`src/rtl/stream_demux_1x2_if.sv`:
```
// Handshake bundle for the 1:2 stream demux: one source lane, two consumer lanes.
interface stream_demux_1x2_if #(
  parameter int unsigned WIDTH = 32,
  parameter int unsigned DEPTH = 2
);
  localparam int unsigned CW = $clog2(DEPTH) + 1;

  logic             in_valid;
  logic             in_ready;
  logic             in_select;
  logic [WIDTH-1:0] in_data;

  logic             a_valid;
  logic             a_ready;
  logic [WIDTH-1:0] a_data;
  logic [CW-1:0]    a_count;

  logic             b_valid;
  logic             b_ready;
  logic [WIDTH-1:0] b_data;
  logic [CW-1:0]    b_count;

  modport master (
    output in_valid, in_select, in_data, a_ready, b_ready,
    input  in_ready, a_valid, a_data, a_count, b_valid, b_data, b_count
  );

  modport slave (
    input  in_valid, in_select, in_data, a_ready, b_ready,
    output in_ready, a_valid, a_data, a_count, b_valid, b_data, b_count
  );
endinterface

```
`src/rtl/stream_demux_1x2.sv`:
```
// Buffered 1:2 stream demultiplexer: each word is steered by in_select into
// one of two independent circular FIFOs, so a stalled consumer blocks only its own port.
module stream_demux_1x2 #(
  parameter int unsigned WIDTH = 32,
  parameter int unsigned DEPTH = 2
) (
  input  logic                   clk,
  input  logic                   reset,
  stream_demux_1x2_if.slave      bus
);
  localparam int unsigned PW = $clog2(DEPTH);
  localparam int unsigned CW = PW + 1;
  localparam logic [CW-1:0] FULL_COUNT = CW'(DEPTH);

  logic [WIDTH-1:0] mem_a [DEPTH];
  logic [WIDTH-1:0] mem_b [DEPTH];
  logic [PW-1:0]    wptr_a, rptr_a, wptr_b, rptr_b;
  logic [CW-1:0]    count_a, count_b;

  logic full_a, full_b;
  logic valid_a, valid_b;
  logic accept;
  logic push_a, push_b, pop_a, pop_b;

  always_comb begin
    full_a  = (count_a == FULL_COUNT);
    full_b  = (count_b == FULL_COUNT);
    valid_a = (count_a != '0);
    valid_b = (count_b != '0);
  end

  // Readiness looks only at the selected FIFO's own fullness; consumer ready
  // is deliberately excluded so there is no full-bypass path.
  always_comb begin
    bus.in_ready = bus.in_select ? !full_b : !full_a;
  end

  always_comb begin
    accept = bus.in_valid && bus.in_ready;
    push_a = accept && !bus.in_select;
    push_b = accept &&  bus.in_select;
    pop_a  = valid_a && bus.a_ready;
    pop_b  = valid_b && bus.b_ready;
  end

  // Port a FIFO
  always_ff @(posedge clk) begin
    if (reset) begin
      wptr_a  <= '0;
      rptr_a  <= '0;
      count_a <= '0;
      for (int unsigned i = 0; i < DEPTH; i++) begin
        mem_a[i] <= '0;
      end
    end else begin
      if (push_a) begin
        mem_a[wptr_a] <= bus.in_data;
        wptr_a        <= wptr_a + 1'b1;
      end
      if (pop_a) begin
        rptr_a <= rptr_a + 1'b1;
      end
      if (push_a && !pop_a) begin
        count_a <= count_a + 1'b1;
      end else if (pop_a && !push_a) begin
        count_a <= count_a - 1'b1;
      end
    end
  end

  // Port b FIFO
  always_ff @(posedge clk) begin
    if (reset) begin
      wptr_b  <= '0;
      rptr_b  <= '0;
      count_b <= '0;
      for (int unsigned i = 0; i < DEPTH; i++) begin
        mem_b[i] <= '0;
      end
    end else begin
      if (push_b) begin
        mem_b[wptr_b] <= bus.in_data;
        wptr_b        <= wptr_b + 1'b1;
      end
      if (pop_b) begin
        rptr_b <= rptr_b + 1'b1;
      end
      if (push_b && !pop_b) begin
        count_b <= count_b + 1'b1;
      end else if (pop_b && !push_b) begin
        count_b <= count_b - 1'b1;
      end
    end
  end

  always_comb begin
    bus.a_valid = valid_a;
    bus.a_data  = mem_a[rptr_a];
    bus.a_count = count_a;
    bus.b_valid = valid_b;
    bus.b_data  = mem_b[rptr_b];
    bus.b_count = count_b;
  end
endmodule

```
`src/flat_wrapper.sv`:
```
// flat-port wrapper written by rule: the top's interface ports become plain ports
module stream_demux_1x2_flat 
#(
  parameter int unsigned WIDTH = 32,
  parameter int unsigned DEPTH = 2
)
  (clk, reset, bus_in_valid, bus_in_select, bus_in_data, bus_a_ready, bus_b_ready, bus_in_ready, bus_a_valid, bus_a_data, bus_a_count, bus_b_valid, bus_b_data, bus_b_count);
  stream_demux_1x2_if #(.WIDTH(WIDTH), .DEPTH(DEPTH)) bus_i ();
  input  logic clk;
  input  logic reset;
  input wire logic [$bits(bus_i.in_valid)-1:0] bus_in_valid;
  input wire logic [$bits(bus_i.in_select)-1:0] bus_in_select;
  input wire logic [$bits(bus_i.in_data)-1:0] bus_in_data;
  input wire logic [$bits(bus_i.a_ready)-1:0] bus_a_ready;
  input wire logic [$bits(bus_i.b_ready)-1:0] bus_b_ready;
  output wire logic [$bits(bus_i.in_ready)-1:0] bus_in_ready;
  output wire logic [$bits(bus_i.a_valid)-1:0] bus_a_valid;
  output wire logic [$bits(bus_i.a_data)-1:0] bus_a_data;
  output wire logic [$bits(bus_i.a_count)-1:0] bus_a_count;
  output wire logic [$bits(bus_i.b_valid)-1:0] bus_b_valid;
  output wire logic [$bits(bus_i.b_data)-1:0] bus_b_data;
  output wire logic [$bits(bus_i.b_count)-1:0] bus_b_count;
  assign bus_i.in_valid = bus_in_valid;
  assign bus_i.in_select = bus_in_select;
  assign bus_i.in_data = bus_in_data;
  assign bus_i.a_ready = bus_a_ready;
  assign bus_i.b_ready = bus_b_ready;
  assign bus_in_ready = bus_i.in_ready;
  assign bus_a_valid = bus_i.a_valid;
  assign bus_a_data = bus_i.a_data;
  assign bus_a_count = bus_i.a_count;
  assign bus_b_valid = bus_i.b_valid;
  assign bus_b_data = bus_i.b_data;
  assign bus_b_count = bus_i.b_count;
  stream_demux_1x2 #(.WIDTH(WIDTH), .DEPTH(DEPTH)) u_core (.clk(clk), .reset(reset), .bus(bus_i));
endmodule
```
`config.mk`:
```
export PLATFORM = sky130hd
export DESIGN_NAME = stream_demux_1x2_flat
export DESIGN_NICKNAME = d
export VERILOG_FILES = /design/src/rtl/stream_demux_1x2_if.sv /design/src/rtl/stream_demux_1x2.sv /design/src/flat_wrapper.sv
export SDC_FILE = /design/constraint.sdc
export NUM_CORES = 1
export LEC_CHECK = 0
export CAP_MARGIN = 30
export CORE_ASPECT_RATIO = 0.7
export CORE_UTILIZATION = 45
export CTS_CLUSTER_SIZE = 14
export DETAILED_ROUTE_END_ITERATION = 12
export GPL_ROUTABILITY_DRIVEN = 0
export PLACE_DENSITY_LB_ADDON = 0.3
export RECOVER_POWER = 100
export SYNTH_ARGS = -nofsm -noshare
export SYNTH_HDL_FRONTEND = slang
export SYNTH_SLANG_ARGS = --single-unit
```
`constraint.sdc`:
```
create_clock -name clk -period 6.7 [get_ports clk]
set_input_delay 1.34 -clock clk [delete_from_list [all_inputs] [get_ports clk]]
set_output_delay 1.34 -clock clk [all_outputs]
set_load 0.01 [all_outputs]
```
After elaboration in Yosys (flattened, before gate mapping)
Memory sizes are Yosys's and may differ from the RTL's. A register that Yosys moved wholly into a read port is not among the register bits.
Index checks and enable logic that the tools add are counted.
W data, S select, Z words.
- $add $sub $neg: 8
- equal/unequal tests: 2
- mux-type cells: 23
- reductions and logical operators: 22
- operators by type and width (operator ; count):
    $mux W32 ; 2
    $reduce_or A32 Y1 ; 2
    $mux W1 ; 17
    $logic_and A1 B1 Y1 ; 9
    $mux W2 ; 4
    $reduce_bool A2 Y1 ; 4
    $logic_not A1 Y1 ; 7
    $add A1 B1 Y1 const B ; 4
    $add A2 B1 Y2 const B ; 2
    $eq A2 B2 Y1 const B ; 2
    $sub A2 B1 Y2 const B ; 2
- register bits: 8
- bits in writable memories: 128
- input port bits: 38
- output and inout bits: 71
- logic and storage cells: 63
- memories kept: 2
- memories (name ; depth ; width ; rd ports ; clocked after memory_dff ; write ports ; line ; source):
    u_core.mem_a ; 2 ; 32 ; 1 ; 1 ; 2 ; stream_demux_1x2.sv:15 ; logic [WIDTH-1:0] mem_a [DEPTH];
    u_core.mem_b ; 2 ; 32 ; 1 ; 1 ; 2 ; stream_demux_1x2.sv:16 ; logic [WIDTH-1:0] mem_b [DEPTH];

Depth between registers and ports, before layout
- depth after elaboration: 10
- mapped depth: 7
- gate-level depth less buffers: 7

Worst setup path before layout
OpenSTA, ideal clock, no wires.
- path kind: input to register
- start: input port bus_in_valid
- end: memory u_core.mem_b[0][0] (enable)
- library setup time: 0.466 ns
- arrival time: 3.738 ns
- data required time: 6.234 ns
- setup slack: 2.497 ns
- stages on the path: 2
- buffers on the path: 0
- cells stage by stage: nand3_1 -> o21ai_0
- RTL lines (item ; line ; source):
    start: declaration ; flat_wrapper.sv:11 ; input wire logic [$bits(bus_i.in_valid)-1:0] bus_in_valid;
    end: declaration ; stream_demux_1x2.sv:16 ;

==> summary.txt <==
Tightest Pin Transition: 2.29 ns
total gr overflow: 0
Final Skew: 0.00594 ns
Die W: 140 um
Worst Setup Start Kind: input port
Cell Chain, Critical Path: dlygate4sd3_1 -> nand3_1 -> o21ai_0 -> clkbuf_1
Area after DPL: 7290 um2
Power Dens Cells: 354 nW/um2
HP Start: u_core.rptr_a
postcts setup bufs: 0
post-synthesis instance area: 6040 um2
DRC viols: 0
number of flops mapped to enable cells by yosys: 128
core area: 13100 um2
Tcrit/Tclk final: 74.3%
CP Launch Point: bus_in_select
layout cell share with drive strength beyond 1: 14.4%
CTS tree: done
DP HPWL: 7410 um
total CTS buffers: 17
Post-CTS Resized: 0
Setup Total Neg Slack: 0 ns
failing checks: max-capacitance violations, max-slew violations
number of global-route vias before repair: 3653
max-slew violation count: 147
design area: 7840 um2
Initial Utilization: 46.0%
hold_buf cts: 0
Antenna Cells: 0
Worst EP arrival: 5.00 ns
initial antenna violation count: 0
status: finished with violations
Final WS setup: 1.72 ns
post-synthesis register bit count: 138
Crit path largest cell delay: 1.75 ns
# setup viols final: 0
Gate Count Post-Synth: 397
CP max FO: 19
Final Hold Vio Count: 0
Synth Flop Type: edfxtp_1
CTS HTree Levels: 4
DR vias: 3460
hold crit path type: reg -> reg
Reg-to-Reg Start: u_core.bus.b_count[0]
Wirelength per Cell: 17.9 um
num rows: 35
Pre-antenna DRT Iters: 4
post-synth cell types: 31
Slew HR: -54.0%
most frequent cells in the layout: edfxtp_1 (128), and2_0 (71), clkdlybuf4s50_1 (58), and2_1 (57), dlygate4sd3_1 (50)
pre-CTS setup slack: 2.55 ns
Clock Root Buffer: clkbuf_16
RSZ-0062 raised after global routing: no
crit end category: flip-flop
I/O Buffers: 108
Layout Nets: 548
maximum vdd drop: 0.190 mV
Syn Nets: 437
Die Footprint: 13900 um2
Synth Warn #: 0
Via-to-Cell Ratio: 5.04
Syn Area/Cell: 15.2 um2
Max Root-Sink Buffers: 2
Area growth syn-to-layout: 29.8%
FMAX: 201 MHz
Async S/R FF share, synth: 0%
register area share after synthesis: 67.0%
WHS: 0.515 ns
pin count of the biggest net entering global routing: 34
Finished Core Util: 59.7%
Clk pin slew, worst setup/hold paths: 0.06 ns
Clock Sinks: 138
Ports: 109
All-Layer GR Usage: 19.3%
DRC violation total after the first TritonRoute iteration: 238
Pleak: 2.98 nW
max_cap viols: 6
antenna viol nets, final: 0
first-pass GRT wire length: 19600 um
Routed WL: 12300 um
commonest non-fill, non-tap cell in the layout: edfxtp_1
minimum clock period: 4.98 ns
clk_lat worst skew: 0.41 ns
CP required: 6.72 ns
slowest cell on the critical path: o21ai_0
Crit Path Class: in -> reg
die height: 98.9 um
-- registers in the layout, indices dropped and copies added, names as in the netlist, named ones only --
name / cells
u_core.rptr_a: 1
u_core.wptr_b: 1
u_core.bus.a_count: 2
u_core.bus.b_count: 2
u_core.rptr_b: 1
u_core.wptr_a: 1
u_core.mem_a: 64
u_core.mem_b: 64
-- final cells by class --
| cell class | count | area [um2] |
|---|---|---|
| inverter | 3 | 11.3 |
| sequential | 138 | 4040 |
| clock inverter | 14 | 204 |
| multi-input combinational | 235 | 1850 |
| tap | 166 | 208 |
| fill | 1025 | 5300 |
| timing repair buffer | 113 | 1100 |
| clock buffer | 17 | 425 |
-- where the power goes --
part           internal, W  total [W]  leakage (nW)  switching (W)
registers          0.00105    0.00115          1.42       0.000101
clock network     0.000654   0.000993         0.310       0.000339
logic             0.000362   0.000628          1.25       0.000266
-- cells in the mapped netlist, drive strengths merged (3+ instances only) --
master / n / share of area (%)
and2: 128 / 13
edfxtp: 128 / 64
mux2: 64 / 12
buf: 12 / 1.3
dfxtp: 10 / 3.3
clkbuf: 9 / 0.62
nor2: 6 / 0.37
xor2: 6 / 0.87
o21ai: 5 / 0.41
a21o: 4 / 0.50
inv: 3 / 0.19
nor2b: 3 / 0.39
-- through the flow --
step | total power (W) | cells
after floorplan | 0.00149 | 397
after global placement | 0.00184 | 653
after detailed placement | 0.00186 | 655
after CTS | 0.00286 | 686
after global routing | 0.00289 | 686
final | 0.00277 | 686
-- path summary, 6_finish.rpt --
path	end	slack, ns	depth (start not counted)
setup / recovery	u_core.mem_b[0][13]	1.72	4
hold / removal	flip-flop	0.51	2
setup reg to reg	u_core.mem_b[0][13]	2.88	4
hold reg to reg	flip-flop	0.51	2
-- cells by family (layout without fill, tap and decap cells) --
group                      after synthesis  count (layout)  share of synthesized area, %
buffers and inverters                   24             147                          2.11
muxes                                   65              65                          12.1
xor gates and xnor gates                 6               6                         0.870
and+or+nand+nor                        150             150                          16.3
adders and majority gates                2               2                         0.414
AOI/OAI and AO/OA                       12              12                          1.20
DFF                                    138             138                          67.0
-- layer usage --
layer | vias up | wire (um) | GRT usage [%] | part of all wire (%)
met5 | - | 0 | 0 | 0
met4 | 0 | 128 | 6.19 | 1.0
met3 | 14 | 630 | 4.81 | 5.1
met2 | 111 | 5790 | 30.7 | 47
met1 | 1704 | 5750 | 26.2 | 47
li1 | 1631 | - | - | -
-- worst max-delay path: cells and delay by family --
family                 cells  cell delay [ns]
AOI/OAI and AO/OA          1             1.75
buffers and inverters      2             1.71
and+or+nand+nor            1             0.19
No activity file was read; power rests on OpenSTA's default activity.
